===== config.mk =====
export PLATFORM = sky130hd
export DESIGN_NAME = data_bus_bridge
export DESIGN_NICKNAME = d
export VERILOG_FILES = /design/src/rtl/bus_pkg.sv /design/src/rtl/sync2.sv /design/src/rtl/data_bus_bridge.sv
export SDC_FILE = /design/constraint.sdc
export NUM_CORES = 1
export LEC_CHECK = 0
export CAP_MARGIN = 20
export CORE_UTILIZATION = 47
export CTS_CLUSTER_SIZE = 24
export DETAILED_ROUTE_END_ITERATION = 8
export HOLD_SLACK_MARGIN = 0.12
export PLACE_DENSITY_LB_ADDON = 0.15
export SLEW_MARGIN = 20
export SYNTH_ARGS = -nofsm -noshare
export SYNTH_HDL_FRONTEND = slang
export SYNTH_SLANG_ARGS = --single-unit

===== constraint.sdc =====
create_clock -name Clock -period 8.15 [get_ports Clock]
set_clock_uncertainty 0.05 [all_clocks]
set_input_delay 1.63 -clock Clock [delete_from_list [all_inputs] [get_ports Clock]]
set_output_delay 1.63 -clock Clock [all_outputs]
set_load 0.02 [all_outputs]

===== src/rtl/bus_pkg.sv =====
// Shared definitions for the data bus bridge: address map, FSM states and read-source select.
package bus_pkg;

   localparam logic [15:0] RAM_BASE  = 16'h0000;
   localparam logic [15:0] LEDR_ADDR = 16'h1000;
   localparam logic [15:0] HEX_BASE  = 16'h2000;
   localparam int          HEX_COUNT = 6;
   localparam logic [15:0] SW_ADDR   = 16'h3000;
   localparam logic [15:0] KEY_ADDR  = 16'h3001;

   typedef enum logic [1:0] {
      IDLE,
      WAIT,
      DONE
   } bridge_state_t;

   typedef enum logic [2:0] {
      SRC_ZERO,
      SRC_RAM,
      SRC_LEDR,
      SRC_SW,
      SRC_KEY
   } read_src_t;

   // HEX registers are write-only, so they fall through to SRC_ZERO like unmapped space.
   function automatic read_src_t decodeReadSource(input logic [15:0] addr);
      if (addr[15:12] == RAM_BASE[15:12]) begin
         return SRC_RAM;
      end
      if (addr == LEDR_ADDR) begin
         return SRC_LEDR;
      end
      if (addr == SW_ADDR) begin
         return SRC_SW;
      end
      if (addr == KEY_ADDR) begin
         return SRC_KEY;
      end
      return SRC_ZERO;
   endfunction

endpackage


===== src/rtl/sync2.sv =====
// Two-flop synchroniser for asynchronous board inputs; both stages clear on reset.
module sync2 #(
   parameter int WIDTH = 1
) (
   input  logic             i_clk,
   input  logic             i_rst,
   input  logic [WIDTH-1:0] i_d,
   output logic [WIDTH-1:0] o_q
);

   logic [WIDTH-1:0] r_meta;
   logic [WIDTH-1:0] r_sync;

   always_ff @(posedge i_clk or posedge i_rst) begin
      if (i_rst) begin
         r_meta <= '0;
         r_sync <= '0;
      end else begin
         r_meta <= i_d;
         r_sync <= r_meta;
      end
   end

   assign o_q = r_sync;

endmodule


===== src/rtl/data_bus_bridge.sv =====
// Data-side bus bridge: maps the processor data port onto a synchronous RAM and board I/O,
// stalling reads until the selected source has been captured.
module data_bus_bridge
   import bus_pkg::*;
#(
   parameter int         READ_LATENCY = 1,
   parameter logic [6:0] HEX_BLANK    = 7'h7F
) (
   input  logic        Clock,
   input  logic        Reset,
   input  logic [15:0] DataAddr,
   input  logic [15:0] DataOut,
   input  logic        WriteData,
   input  logic        ReadData,
   output logic [15:0] DataIn,
   output logic        DataWaitreq,
   output logic [11:0] mem_addr,
   output logic [15:0] mem_wdata,
   output logic        mem_we,
   input  logic [15:0] mem_rdata,
   input  logic [9:0]  SW,
   input  logic [3:0]  KEY,
   output logic [9:0]  LEDR,
   output logic [6:0]  HEX0,
   output logic [6:0]  HEX1,
   output logic [6:0]  HEX2,
   output logic [6:0]  HEX3,
   output logic [6:0]  HEX4,
   output logic [6:0]  HEX5
);

   localparam logic [1:0] CNT_INIT = 2'(READ_LATENCY - 1);

   bridge_state_t r_state;
   bridge_state_t w_stateNext;
   logic [1:0]    r_cnt;
   logic [1:0]    w_cntNext;
   logic [15:0]   r_rdata;
   logic [15:0]   w_rdataNext;
   logic [15:0]   w_srcData;
   logic          w_waitreq;
   logic [9:0]    r_ledr;
   logic [6:0]    r_hex [HEX_COUNT];
   logic [9:0]    w_swSync;
   logic [3:0]    w_keySync;
   logic          w_ramHit;
   logic          w_hexHit;
   logic          w_writeCommit;
   read_src_t     w_readSrc;

   sync2 #(.WIDTH(10)) u_swSync (
      .i_clk (Clock),
      .i_rst (Reset),
      .i_d   (SW),
      .o_q   (w_swSync)
   );

   sync2 #(.WIDTH(4)) u_keySync (
      .i_clk (Clock),
      .i_rst (Reset),
      .i_d   (KEY),
      .o_q   (w_keySync)
   );

   assign w_ramHit      = (DataAddr[15:12] == RAM_BASE[15:12]);
   assign w_hexHit      = (DataAddr >= HEX_BASE) && (DataAddr < (HEX_BASE + 16'(HEX_COUNT)));
   assign w_readSrc     = decodeReadSource(DataAddr);
   assign w_writeCommit = WriteData && (r_state == IDLE);

   assign mem_addr  = DataAddr[11:0];
   assign mem_wdata = DataOut;
   assign mem_we    = w_writeCommit && w_ramHit;

   always_comb begin
      w_srcData = 16'h0000;
      unique case (w_readSrc)
         SRC_RAM:  w_srcData = mem_rdata;
         SRC_LEDR: w_srcData = {6'b0, r_ledr};
         SRC_SW:   w_srcData = {6'b0, w_swSync};
         SRC_KEY:  w_srcData = {12'b0, w_keySync};
         default:  w_srcData = 16'h0000;
      endcase
   end

   always_ff @(posedge Clock or posedge Reset) begin
      if (Reset) begin
         r_state <= IDLE;
         r_cnt   <= 2'd0;
         r_rdata <= 16'h0000;
      end else begin
         r_state <= w_stateNext;
         r_cnt   <= w_cntNext;
         r_rdata <= w_rdataNext;
      end
   end

   // A simultaneous write suppresses the read so the write can complete without a stall.
   always_comb begin
      w_stateNext = r_state;
      w_cntNext   = r_cnt;
      w_rdataNext = r_rdata;
      w_waitreq   = 1'b0;
      unique case (r_state)
         IDLE: begin
            if (ReadData && !WriteData) begin
               w_waitreq   = 1'b1;
               w_stateNext = WAIT;
               w_cntNext   = CNT_INIT;
            end
         end
         WAIT: begin
            w_waitreq = 1'b1;
            if (r_cnt != 2'd0) begin
               w_cntNext = r_cnt - 2'd1;
            end else begin
               w_rdataNext = w_srcData;
               w_stateNext = DONE;
            end
         end
         DONE: begin
            w_stateNext = IDLE;
         end
         default: begin
            w_stateNext = IDLE;
         end
      endcase
   end

   assign DataWaitreq = w_waitreq && !Reset;
   assign DataIn      = r_rdata;

   // HEX_BASE is aligned, so the low address bits index the digit directly.
   always_ff @(posedge Clock or posedge Reset) begin
      if (Reset) begin
         r_ledr <= 10'h000;
         for (int i = 0; i < HEX_COUNT; i++) begin
            r_hex[i] <= HEX_BLANK;
         end
      end else if (w_writeCommit) begin
         if (DataAddr == LEDR_ADDR) begin
            r_ledr <= DataOut[9:0];
         end
         for (int i = 0; i < HEX_COUNT; i++) begin
            if (w_hexHit && (DataAddr[2:0] == 3'(i))) begin
               r_hex[i] <= DataOut[6:0];
            end
         end
      end
   end

   assign LEDR = r_ledr;
   assign HEX0 = r_hex[0];
   assign HEX1 = r_hex[1];
   assign HEX2 = r_hex[2];
   assign HEX3 = r_hex[3];
   assign HEX4 = r_hex[4];
   assign HEX5 = r_hex[5];

   a_noWriteWhileBusy: assert property (
      @(posedge Clock) disable iff (Reset) !(WriteData && (r_state != IDLE))
   );

endmodule


=== Word level (Yosys, flattened, before mapping) ===
Cells that the tools add are included.

* Add/subtract/negate cells: 1
* Order comparisons: 2
* Eq/ne operators: 16
* Mux-type cells: 27
* Bitwise gates (word level): 1
* Reductions and logical operators: 28

{| class="wikitable"
|+ Operators with widths
! cell !! number
|-
| 16-bit case mux with 4 select lines || 1
|-
| 16-bit by 14-bit equality test with 1-bit output (second input constant) || 2
|-
| 3-bit two-way mux || 8
|-
| 2-bit AND reduction || 9
|-
| 16-bit by 13-bit equality test with 1-bit output (second input constant) || 1
|-
| 16-bit by 14-bit greater-or-equal comparator with 1-bit output (second input constant) || 1
|-
| 16-bit by 14-bit less-than comparator with 1-bit output (second input constant) || 1
|-
| 3-bit by 2-bit equality test with 1-bit output (second input constant) || 4
|-
| 1-bit logical AND || 11
|-
| 1-bit two-way mux || 11
|-
| 3-bit equality test (second input constant) || 3
|-
| 2-bit two-way mux || 4
|-
| 2-bit case mux with 2 select lines || 2
|-
| 3-bit by 1-bit equality test with 1-bit output (second input constant) || 2
|-
| 4-bit logical NOT || 1
|-
| 2-bit inequality test (second input constant) || 2
|-
| 2-bit nonzero test || 2
|-
| 3-bit logical NOT || 1
|-
| 3-bit AND reduction || 1
|-
| 2-bit by 1-bit equality test with 1-bit output (second input constant) || 1
|-
| 1-bit logical NOT || 2
|-
| 2-bit logical NOT || 1
|-
| 2-bit by 1-bit inequality test with 1-bit output (second input constant) || 1
|-
| 1-bit case mux with 2 select lines || 1
|-
| 2 further kinds || 2
|}

* Register bits: 100
* Input port bits: 66
* Output and inout port bits: 98
* Logic and storage cells: 89

=== Logic depth before layout (Yosys ltp) ===
Gate-level depths: netlist of run 1.

* Depth after elaboration: 14
* Depth in mapped cells: 6
* Mapped depth without buffers: 6

=== Cells and area by module ===
Synthesis of run 1 repeated with hierarchy kept, for this count alone.

* Cell total of the unflattened synthesis: 289
* Area, all modules: 4217.8 um^2

{| class="wikitable"
|+ By module, submodules not included
! module !! instances !! cells each !! area each (um^2) !! seq. area each (um^2)
|-
| data_bus_bridge || 1 || 259 || 3509.6 || 1854.3
|-
| sync2 (u_swSync) || 1 || 21 || 504.2 || 500.5
|-
| sync2 (u_keySync) || 1 || 9 || 203.9 || 200.2
|}

=== Worst setup path before layout of run 1 ===
Ideal clock, no wire load.

* Kind: input to output
* Start point: in WriteData
* End point: out mem_we
* Arrival time: 2.407 ns
* Required time: 6.470 ns
* Path slack: 4.063 ns
* Cell stages on the path: 2
* Buffers on the path: 0
* Path through: or3b_2 > nor2_1

* Word-level cells in the longest chain between the ends: 2

{| class="wikitable"
|+ RTL lines
! element !! line !! RTL
|-
| from (decl) || data_bus_bridge.sv:13 || <nowiki>input logic WriteData,</nowiki>
|-
| 1-bit logical AND || data_bus_bridge.sv:68 || <nowiki>assign w_writeCommit = WriteData && (r_state == IDLE);</nowiki>
|-
| 1-bit logical AND || data_bus_bridge.sv:72 || <nowiki>assign mem_we = w_writeCommit && w_ramHit;</nowiki>
|-
| to (decl) || data_bus_bridge.sv:19 || <nowiki>output logic mem_we,</nowiki>
|}

Every way passes these cells.

=== Worst setup path after layout of run 1 ===
Ends and elaborated chain as after synthesis.

==> summary.txt, run 1 <==
Status
  – Outcome: complete, no violations

Logic synthesis
  – Syn avg cell area: between 10 and 15 µm²
  – Syn_nets: approximately 370
  – Number of cells produced by synthesis: 301
  – Post-Syn Area: 4150 µm²
  – Count of cell types in the netlist: 36
  – Synth warnings: 0
  – Sequential cell area fraction in the yosys report: between 60% and 70%
  – Number of storage elements in the synthesis netlist: 100

Detailed routing
  – Routed wire length on met2: roughly 4800 µm
  – WL/cell: 17.4 µm
  – Number of vias per cell after detailed routing: 5.26
  – Final antenna-violating net count: 0
  – Detailed route wirelength on metal3: around 700 µm
  – Number of remaining DRC errors: 0
  – Wire length the detailed router placed on met1: 3850 µm
  – Highest routing layer actually used: met4
  – Detailed-routing iteration count for the pre-antenna-repair pass: 4
  – Aggregate routed wire length: between 9000 and 10,000 µm
  – Number of violations reported at the end of detailed-routing iteration 0: 66
  – Vias: 2,848

GRT
  – Pin count of the biggest net entering global routing: 55
  – Number of antenna violations at the first check in global routing: 0
  – Vias in the first global route: about 2.7k
  – Overall fraction of global-route tracks in use: between 20% and 30%
  – Wire length of the first global-routing pass: about 14,000 µm
  – Aggregate global routing overflow: 0

Placement
  – Buffers on Ports: 151
  – Detailed placer's ending HPWL: 6890 µm
  – Standard cell area after detailed placement: 5590 µm²
  – GPL Wtd Cong: 0.748

Layout
  – Nets@finish: 498
  – Design area: 5780 µm²
  – Final antenna diode count: 0
  – Area growth, synth to finish: 39.2%
  – Fraction of layout instances using a drive strength above 1: 28.4%

Power
  – Int Power: 0.722 mW
  – Leakage component of the power: 2.44 nW
  – Clock power frac: around 30%
  – Total power density per cell area: 176 nW/µm²
  – Worst IR Drop VDD: 0.118 mV
  – Combinational Power Share: between 15 and 20%
  – Switch share: 29.1%
  – Sequential power share: 53.0%
  – Total net switching power: about 0.30 mW

Floorplan
  – Number of rows created at floorplan: 33
  – Initial cell density of the core: 49.6%
  – Core area: 8380 µm²
  – Die width: 96.0 µm
  – Die footprint: 9220 µm²
  – Number of top-level pins: approximately 160
  – Die Height: approximately 96 µm

Run
  – Max-capacitance violation count: 0

Clocking
  – Clock buffer depth: 2
  – Setup Buffers After CTS: 0
  – Clock slew seen by the registers of the worst setup and hold paths: 100 ps
  – Number of buffers created by CTS: 9
  – Clock root buffer: sky130_fd_sc_hd__clkbuf_8
  – Clock H-tree levels: 3
  – Number of buffers added to fix hold violations after cts: 0
  – Post-cts sizing count: 0
  – Clock tree from TritonCTS: yes
  – Clock Latency Late Sink: around 370 ps
  – CTS sink cnt: 100

Worst setup path
  – Data required time at the worst endpoint: 6470 ps
  – Sort of element at the start of the critical path: primary input
  – Worst Setup Path Type: primary input to output pin
  – CP arrival: 3370 ps
  – Setup crit end kind: output pin
  – Max FO, Critical Path: 4

STA
  – Clock period minus worst slack: 5050 ps
  – Least-Margin Pin Slew: 946 ps
  – Final cycle utilization of the critical path: between 60% and 70%
  – Sum of negative setup slack: 0 ps
  – Worst slew slack as a fraction of its limit: 36.7%
  – Fin Hold WS: just over 300 ps
  – Max Transition Viols Final: 0
  – Setup repair after global routing missed its margin: no
  – Max frequency: 198 MHz
  – Setup violations, final: 0
  – Number of hold violations in the final report: 0

Worst hold path
  – HP Class: register to register
critical path, stage by stage:
cell	delay, ps
sky130_fd_sc_hd__clkdlybuf4s50_1	500
sky130_fd_sc_hd__or3b_2	500
sky130_fd_sc_hd__nor2_1	130
sky130_fd_sc_hd__clkdlybuf4s50_1	620
cell usage in the layout, fill, tap and decap left out, types with 2 or more instances in the layout:
cell,count
sky130_fd_sc_hd__a22o_1,14
sky130_fd_sc_hd__and4_2,2
sky130_fd_sc_hd__buf_4,3
sky130_fd_sc_hd__clkbuf_8,9
sky130_fd_sc_hd__clkdlybuf4s50_1,151
sky130_fd_sc_hd__dfrtp_1,58
sky130_fd_sc_hd__dfstp_2,42
sky130_fd_sc_hd__inv_1,9
sky130_fd_sc_hd__inv_6,2
sky130_fd_sc_hd__inv_8,2
sky130_fd_sc_hd__mux2_2,52
sky130_fd_sc_hd__mux2i_1,10
sky130_fd_sc_hd__nand2_1,21
sky130_fd_sc_hd__nand3_1,6
sky130_fd_sc_hd__nand3b_1,2
sky130_fd_sc_hd__nand4_1,2
sky130_fd_sc_hd__nor2_1,2
sky130_fd_sc_hd__nor2b_1,2
sky130_fd_sc_hd__nor3_1,3
sky130_fd_sc_hd__nor3_4,4
sky130_fd_sc_hd__nor4_1,2
sky130_fd_sc_hd__o21ai_0,10
sky130_fd_sc_hd__o31ai_1,6
sky130_fd_sc_hd__o41ai_1,2
sky130_fd_sc_hd__or3_1,2
cell usage after synthesis, drive strengths merged:
cell type	instances	area share (%)
nor3	7	1.9
ha	1	0.30
mux2	52	14
nor4	3	0.45
nor4b	1	0.21
inv	10	0.90
o21ai	10	1.2
and4	2	0.48
o41ai	2	0.42
nand4	3	0.60
nand2b	1	0.15
a21oi	1	0.12
a22o	14	3.0
nor2	2	0.18
o21bai	1	0.18
or3	3	0.57
o31ai	6	1.1
or4	1	0.18
a211o	1	0.21
nand2	21	1.9
or3b	1	0.21
nand3b	2	0.36
a21boi	1	0.18
nor2b	2	0.30
buf	29	5.2
nand3	6	0.72
dfrtp	58	35
o22ai	1	0.30
mux2i	10	2.4
nor3b	1	0.18
clkbuf	6	0.54
dfstp	42	27
final cells by class:
cell class	instances	area, µm²
fillers	634	2600
flip-flops and latches	100	2550
repair buffers	154	1530
multi-input cells	156	1330
well taps	105	131
clock buffers	10	128
clock inverters	6	65.1
inverters	10	40.0
sequential cells by signal, indices dropped and copies added, names as in the netlist, 10 cells and up:
register and cells:
u_swSync.o_q 10, u_swSync.r_meta 10, DataIn 16, LEDR 10
power by group through the flow:
stage | Sequential (mW) | Clock, mW | Combinational, mW
after floorplan | 0.558 | 0 | 0.0849
after global placement | 0.547 | 0 | 0.168
after detailed placement | 0.549 | 0 | 0.172
after CTS | 0.539 | 0.315 | 0.172
after global routing | 0.543 | 0.339 | 0.189
final | 0.540 | 0.307 | 0.171
cells by family (layout without fill, tap and decap cells):
kind of cell	after synthesis	after routing	share of synthesized area, %
DFF	100	100	61.5
muxes	62	62	16.5
buffers and inverters	45	180	6.60
AOI/OAI and AO/OA	37	37	6.66
adders and majority gates	1	1	0.301
and+or+nand+nor	56	56	8.43
metrics by stage:
| stage | setup slack [ps] | power, mW | util [%] | instances |
|---|---|---|---|---|
| after floorplan | 3920 | 0.643 | - | 301 |
| after global placement | 3110 | 0.715 | 66.7 | 525 |
| after detailed placement | 3090 | 0.720 | 66.7 | 525 |
| after CTS | 3090 | 1.03 | 69.0 | 541 |
| after global routing | 2980 | 1.07 | 69.0 | 541 |
| final | 3100 | 1.02 | 69.0 | 541 |
metal layers:
metal	GRT usage [%]	up-vias
met4	5.22	0
met3	7.27	9
met5	0	-
li1	-	1314
met1	26.3	1418
met2	35.7	107
final timing paths:
path	end	from	slack, ps	cells past startpoint
max in group asynchronous	u_swSync.o_q[5]$_DFF_PP0_	Reset	5320	3
min	u_keySync.o_q[1]$_DFF_PP0_	u_keySync.r_meta[1]$_DFF_PP0_	310	0
max	mem_we	WriteData	3100	4
min reg2reg	u_keySync.o_q[1]$_DFF_PP0_	u_keySync.r_meta[1]$_DFF_PP0_	310	0
max reg2reg	DataIn[4]$_DFFE_PP0P_	r_cnt[0]$_DFFE_PP0P_	5580	6
min in group asynchronous	DataIn[14]$_DFFE_PP0P_	Reset	1680	2
No activity file was read; power rests on OpenSTA's default activity.
==> run 2, diff against run 1 <==
Settings changed: CORE_UTILIZATION 47 to 39.
Clock period 8.15 ns to 4.3 ns, I/O delays scaled along.
==> summary.txt, run 2 (same netlist as run 1, synthesis figures left out) <==
Status
  – Outcome: complete, no violations

Clocking
  – Clock slew seen by the registers of the worst setup and hold paths: 100 ps (about the same)
  – Post-cts sizing count: 0 (unchanged)
  – Number of buffers created by CTS: 9 (unchanged)
  – Setup Buffers After CTS: 0 (unchanged)
  – CTS sink cnt: 100 (unchanged)
  – Clock buffer depth: 2 (unchanged)
  – Number of buffers added to fix hold violations after cts: 0 (unchanged)
  – Clock tree from TritonCTS: yes
  – Clock H-tree levels: 3 (unchanged)
  – Clock Latency Late Sink: 360 ps (about the same)
  – Clock root buffer: sky130_fd_sc_hd__clkbuf_8

Layout
  – Final antenna diode count: 0 (unchanged)
  – Fraction of layout instances using a drive strength above 1: 28.8% (+0.33 points)
  – Commonest non-fill, non-tap cell in the layout: sky130_fd_sc_hd__clkdlybuf4s50_1
  – Sequential cell area in the final layout: 2550 µm² (unchanged)
  – Area growth, synth to finish: 39.9%
  – Number of fill cells: 869 (+37%)
  – Combined area of the multi-input logic cells: 1330 µm² (unchanged)
  – Commonest cells after routing, fill and taps aside: sky130_fd_sc_hd__clkdlybuf4s50_1, sky130_fd_sc_hd__dfrtp_1, sky130_fd_sc_hd__mux2_2
  – Number of flip-flops in the largest register: 16 (unchanged)
  – Nets@finish: 500 (+0.40%)

STA
  – Final cycle utilization of the critical path: about 82%
  – Sum of negative setup slack: 0 ps (unchanged)
  – Least-Margin Pin Slew: 891 ps (-55.5 ps)
  – Fin Hold WS: 298 ps (-10.1 ps)
  – Worst slew slack as a fraction of its limit: 40.5% (+3.7 points)
  – Max frequency: 282 MHz
  – Clock period minus worst slack: 3540 ps
  – Number of hold violations in the final report: 0 (unchanged)
  – Setup violations, final: 0 (unchanged)
  – Max Transition Viols Final: 0 (unchanged)
  – Setup repair after global routing missed its margin: no

Worst setup path
  – Critical path startpoint: DataAddr[12]
  – Internal reg-to-reg setup slack: 1810 ps (-3770 ps)
  – Capture instance of the worst register-to-register path: DataIn[9]$_DFFE_PP0P_
  – CP arrival: 2630 ps (-740 ps)
  – FF-to-FF Start: r_cnt[0]$_DFFE_PP0P_
  – Setup crit end kind: output pin
  – Worst setup endpoint: mem_we
  – Slowest-stage cell, CP: sky130_fd_sc_hd__clkdlybuf4s50_1
  – Cell occurring most often along the worst timing path: sky130_fd_sc_hd__clkdlybuf4s50_1
  – Max FO, Critical Path: 4 (unchanged)
  – Worst Setup Path Type: primary input to output pin
  – FF-to-FF path depth: 6 (unchanged)
  – Data required time at the worst endpoint: 3390 ps (-3080 ps)
  – Sort of element at the start of the critical path: primary input
  – Worst path max stage delay: 620 ps (about the same)
  – Cell-by-cell listing of the critical path: clkdlybuf4s50_1 > nor3_1 > nand2_1 > nor2_1 > clkdlybuf4s50_1

Worst hold path
  – HP Class: register to register

Floorplan
  – Number of top-level pins: 164 (unchanged)
  – Die width: 105 µm (+9.6%)
  – Number of rows created at floorplan: 37 (+12%)
  – Die footprint: 11,100 µm² (+20%)
  – Die Height: 105 µm (+9.6%)
  – Core area: 10,300 µm² (+23%)
  – Initial cell density of the core: 40.2% (-9.3 points)

GRT
  – Wire length of the first global-routing pass: 15,100 µm (+7.2%)
  – Pin count of the biggest net entering global routing: 42 (-24%)
  – Number of antenna violations at the first check in global routing: 0 (unchanged)
  – Vias in the first global route: 2,847 (+5.0%)
  – Aggregate global routing overflow: 0 (unchanged)
  – Overall fraction of global-route tracks in use: 18.2% (-3.1 points)

Placement
  – GPL Wtd Cong: 0.742 (-0.80%)
  – Detailed placer's ending HPWL: 7160 µm (+3.8%)
  – Buffers on Ports: 151 (unchanged)

Detailed routing
  – Number of vias per cell after detailed routing: 4.85 (-7.9%)
  – Number of remaining DRC errors: 0 (unchanged)
  – Final antenna-violating net count: 0 (unchanged)
  – Number of violations reported at the end of detailed-routing iteration 0: 93 (+41%)
  – Aggregate routed wire length: 9730 µm (+3.2%)
  – WL/cell: 16.9 µm (-2.7%)
  – Vias: 2,783 (-2.3%)
  – Detailed-routing iteration count for the pre-antenna-repair pass: 4 (unchanged)

Power
  – Total power density per cell area: 323 nW/µm² (+84%)
  – Worst IR Drop VDD: 0.163 mV (+38%)
  – Leakage component of the power: 2.44 nW (about the same)

Run
  – Max-capacitance violation count: 0 (unchanged)
-- run 2: cell types whose count changed in the layout (fill, tap and decap cells not counted) --
cell and change:
sky130_fd_sc_hd__clkinv_8 -1, sky130_fd_sc_hd__buf_4 +2, sky130_fd_sc_hd__clkinvlp_4 +1, sky130_fd_sc_hd__inv_8 -2
sky130_fd_sc_hd__clkinv_2 +3, sky130_fd_sc_hd__inv_6 -1
-- run 2: final cells by class --
type,count,share of cell area (%)
clock buffer,10,2.20
inverter,10,0.689
multi-input combinational,156,22.9
clock inverter,6,0.689
timing repair buffer,156,26.6
tap,136,2.93
sequential,100,44.0
-- run 2: per-layer routing --
layer	global-route usage, %	part of all wire (%)	vias to the layer above
li1	-	-	1315
met1	22.7	43	1356
met2	30.0	49	101
met3	5.12	6.9	11
met4	6.54	1.4	0
met5	0	0	-
-- run 2: how the worst min path moves through the flow --
stage	from	endpoint	slack, ps	cells after the start
finish	u_swSync.r_meta[5]$_DFF_PP0_	u_swSync.o_q[5]$_DFF_PP0_	300	0
global route	u_swSync.r_meta[9]$_DFF_PP0_	u_swSync.o_q[9]$_DFF_PP0_	310	0
CTS	u_swSync.r_meta[5]$_DFF_PP0_	u_swSync.o_q[5]$_DFF_PP0_	310	0
detailed placement	u_swSync.r_meta[6]$_DFF_PP0_	u_swSync.o_q[6]$_DFF_PP0_	280	0
global placement	u_swSync.r_meta[4]$_DFF_PP0_	u_swSync.o_q[4]$_DFF_PP0_	280	0
floorplan	u_keySync.r_meta[0]$_DFF_PP0_	u_keySync.o_q[0]$_DFF_PP0_	280	0
-- run 2: critical path: cells and delay by family --
kind	cells	cell delay, ps
buffers and inverters	2	1090
and+or+nand+nor	3	680
-- run 2: metrics by stage --
| stage | cells | power [mW] | setup WS [ps] | utilization, % | cell area [µm²] |
|---|---|---|---|---|---|
| floorplan | 301 | 1.22 | 841 | - | 4150 |
| global placement | 558 | 1.36 | 788 | 54.7 | 5650 |
| detailed placement | 558 | 1.37 | 758 | 54.7 | 5650 |
| CTS | 574 | 1.90 | 753 | 56.3 | 5810 |
| global route | 574 | 1.98 | 656 | 56.3 | 5810 |
| finish | 574 | 1.88 | 757 | 56.3 | 5810 |
-- run 2: power by group --
group          switching [mW]  internal [mW]
clock                   0.322          0.211
sequential             0.0310          0.991
combinational           0.176          0.149
==> run 3, diff against run 2 <==
Settings changed: CORE_UTILIZATION 39 to 44.
Clock period 4.3 ns to 3.49 ns, I/O delays scaled along.
==> summary.txt, run 3 (same netlist as run 1, synthesis figures left out) <==
Status
  – Outcome: complete, no violations

GRT
  – Vias in the first global route: 2,832 (-0.53%)
  – Aggregate global routing overflow: 0 (unchanged)
  – Grt met2 use: 32.4% (+2.5 points)
  – Number of antenna violations at the first check in global routing: 0 (unchanged)
  – GR peak layer: met2
  – Met1 capacity usage during global routing: 26.3% (+3.6 points)
  – Wire length of the first global-routing pass: 14,900 µm (-1.5%)
  – Overall fraction of global-route tracks in use: 19.9% (+1.7 points)
  – Pin count of the biggest net entering global routing: 61 (+45%)
  – Global-route met3 utilization: 4.29% (-0.83 points)

Clocking
  – Number of buffers created by CTS: 9 (unchanged)
  – CTS sink cnt: 100 (unchanged)
  – Setup Buffers After CTS: 0 (unchanged)
  – Clock tree from TritonCTS: yes
  – Clock root buffer: sky130_fd_sc_hd__clkbuf_8
  – Post-cts sizing count: 0 (unchanged)
  – Clock slew seen by the registers of the worst setup and hold paths: 90 ps (about the same)
  – Number of buffers added to fix hold violations after cts: 0 (unchanged)
  – Clock Latency Late Sink: 350 ps (about the same)
  – Clock H-tree levels: 3 (unchanged)
  – Clock buffer depth: 2 (unchanged)

Layout
  – Area growth, synth to finish: 40.0% (about the same)
  – Fraction of layout instances using a drive strength above 1: 29.1% (+0.32 points)
  – Commonest non-fill, non-tap cell in the layout: sky130_fd_sc_hd__clkdlybuf4s50_1
  – Commonest cells after routing, fill and taps aside: sky130_fd_sc_hd__clkdlybuf4s50_1, sky130_fd_sc_hd__dfrtp_1, sky130_fd_sc_hd__mux2_2
  – Number of flip-flops in the largest register: 16 (unchanged)
  – Combined area of the multi-input logic cells: 1330 µm² (unchanged)
  – Final antenna diode count: 0 (unchanged)
  – Number of fill cells: 743 (-14%)
  – Nets@finish: 502 (+0.40%)
  – Design area: 5820 µm² (about the same)
  – Sequential cell area in the final layout: 2550 µm² (unchanged)

Power
  – Leakage component of the power: 2.46 nW (+0.84%)
  – Worst IR Drop VDD: 0.183 mV (+13%)
  – Sequential power share: 53.7% (-0.7 points)
  – Pwr Total: 2.34 mW (+25%)
  – Total power density per cell area: 403 nW/µm² (+24%)
  – Total net switching power: 0.662 mW (+25%)
  – Int Power: 1.68 mW (+24%)
  – Clock power frac: 28.7% (+0.4 points)
  – Combinational Power Share: 17.6% (+0.3 points)
  – Switch share: 28.2% (+0.098 points)

Detailed routing
  – Number of vias per cell after detailed routing: 5.16 (+6.5%)
  – Number of violations reported at the end of detailed-routing iteration 0: 66 (-29%)
  – Aggregate routed wire length: 9330 µm (-4.1%)
  – Vias: 2,845 (+2.2%)
  – Detailed-routing iteration count for the pre-antenna-repair pass: 4 (unchanged)
  – Number of remaining DRC errors: 0 (unchanged)
  – WL/cell: 16.9 µm (-0.12%)
  – Final antenna-violating net count: 0 (unchanged)

Placement
  – Standard cell area after detailed placement: 5640 µm² (about the same)
  – GPL Wtd Cong: 0.784 (+5.7%)
  – Buffers on Ports: 151 (unchanged)
  – Detailed placer's ending HPWL: 6750 µm (-5.7%)

STA
  – Worst slew slack as a fraction of its limit: 64.4% (+24 points)
  – Max Transition Viols Final: 0 (unchanged)
  – Setup violations, final: 0 (unchanged)
  – Least-Margin Pin Slew: 534 ps (-356 ps)
  – Number of hold violations in the final report: 0 (unchanged)
  – Max frequency: 315 MHz
  – Setup repair after global routing missed its margin: no
  – Final cycle utilization of the critical path: around nine tenths
  – Sum of negative setup slack: 0 ps (unchanged)
  – Clock period minus worst slack: 3180 ps

Floorplan
  – Number of top-level pins: 164 (unchanged)
  – Number of rows created at floorplan: 35 (-5.4%)
  – Die footprint: 9830 µm² (-11%)
  – Die Height: 99.2 µm (-5.7%)
  – Initial cell density of the core: 45.2% (+4.9 points)
  – Core area: 9200 µm² (-11%)
  – Die width: 99.2 µm (-5.7%)

Worst setup path
  – Sort of element at the start of the critical path: primary input
  – Data required time at the worst endpoint: 2740 ps (-650 ps)
  – Setup crit end kind: output pin
  – CP arrival: 2430 ps (-200 ps)
  – Worst Setup Path Type: primary input to output pin
  – Max FO, Critical Path: 4 (unchanged)

Run
  – Max-capacitance violation count: 0 (unchanged)

Worst hold path
  – HP Class: register to register
-- run 3: cell types whose count changed in the layout (fill, tap and decap cells not counted) --
| cell | change |
|---|---|
| sky130_fd_sc_hd__buf_4 | +1 |
| sky130_fd_sc_hd__inv_6 | +2 |
| sky130_fd_sc_hd__clkinv_2 | -2 |
| sky130_fd_sc_hd__buf_12 | +1 |
| sky130_fd_sc_hd__clkinvlp_4 | -1 |
| sky130_fd_sc_hd__inv_4 | +1 |
-- run 3: power by group through the flow --
stage | Combinational [mW] | Clock [mW] | Sequential, mW
floorplan | 0.198 | 0 | 1.30
global placement | 0.404 | 0 | 1.28
detailed placement | 0.415 | 0 | 1.28
CTS | 0.417 | 0.697 | 1.26
global route | 0.451 | 0.747 | 1.27
finish | 0.412 | 0.672 | 1.26
-- run 3: final cells by class --
cell class / count / area share (%)
flip-flops and latches: 100 / 43.9
repair buffers: 158 / 27.1
multi-input cells: 156 / 22.9
well taps: 111 / 2.39
clock buffers: 10 / 2.19
clock inverters: 6 / 0.796
inverters: 10 / 0.688
-- run 3: per-stage QoR --
stage / std cells / setup WS (ps) / hold slack [ps] / util [%]
after floorplan: 301 / 193 / 281 / -
final: 551 / 312 / 299 / 63.2
after detailed placement: 535 / 311 / 285 / 61.3
after global routing: 551 / 241 / 299 / 63.2
after CTS: 551 / 303 / 304 / 63.2
after global placement: 535 / 310 / 282 / 61.3
-- run 3: worst max-delay path, cell delays in order --
cell and delay [ps]:
sky130_fd_sc_hd__clkdlybuf4s50_1 500, sky130_fd_sc_hd__or3b_2 510, sky130_fd_sc_hd__nor2_1 120, sky130_fd_sc_hd__clkdlybuf4s50_1 610
-- run 3: path summary, 6_finish.rpt --
check / cells after the start / endpoint / slack (ps) / startpoint
min: 0 / u_swSync.o_q[2]$_DFF_PP0_ / 300 / u_swSync.r_meta[2]$_DFF_PP0_
min reg2reg: 0 / u_swSync.o_q[2]$_DFF_PP0_ / 300 / u_swSync.r_meta[2]$_DFF_PP0_
max reg2reg: 4 / HEX1[2]$_DFFE_PP1P_ / 1170 / r_state[0]$_DFFE_PP0P_
max in group asynchronous: 3 / HEX5[1]$_DFFE_PP1P_ / 1920 / Reset
max: 4 / mem_we / 310 / WriteData
min in group asynchronous: 2 / DataIn[12]$_DFFE_PP0P_ / 720 / Reset
-- run 3: layer usage --
layer / up-vias / part of all wire (%)
met2: 104 / 49
li1: 1318 / -
met3: 16 / 6.4
met4: 0 / 1.6
met5: - / 0
met1: 1407 / 43
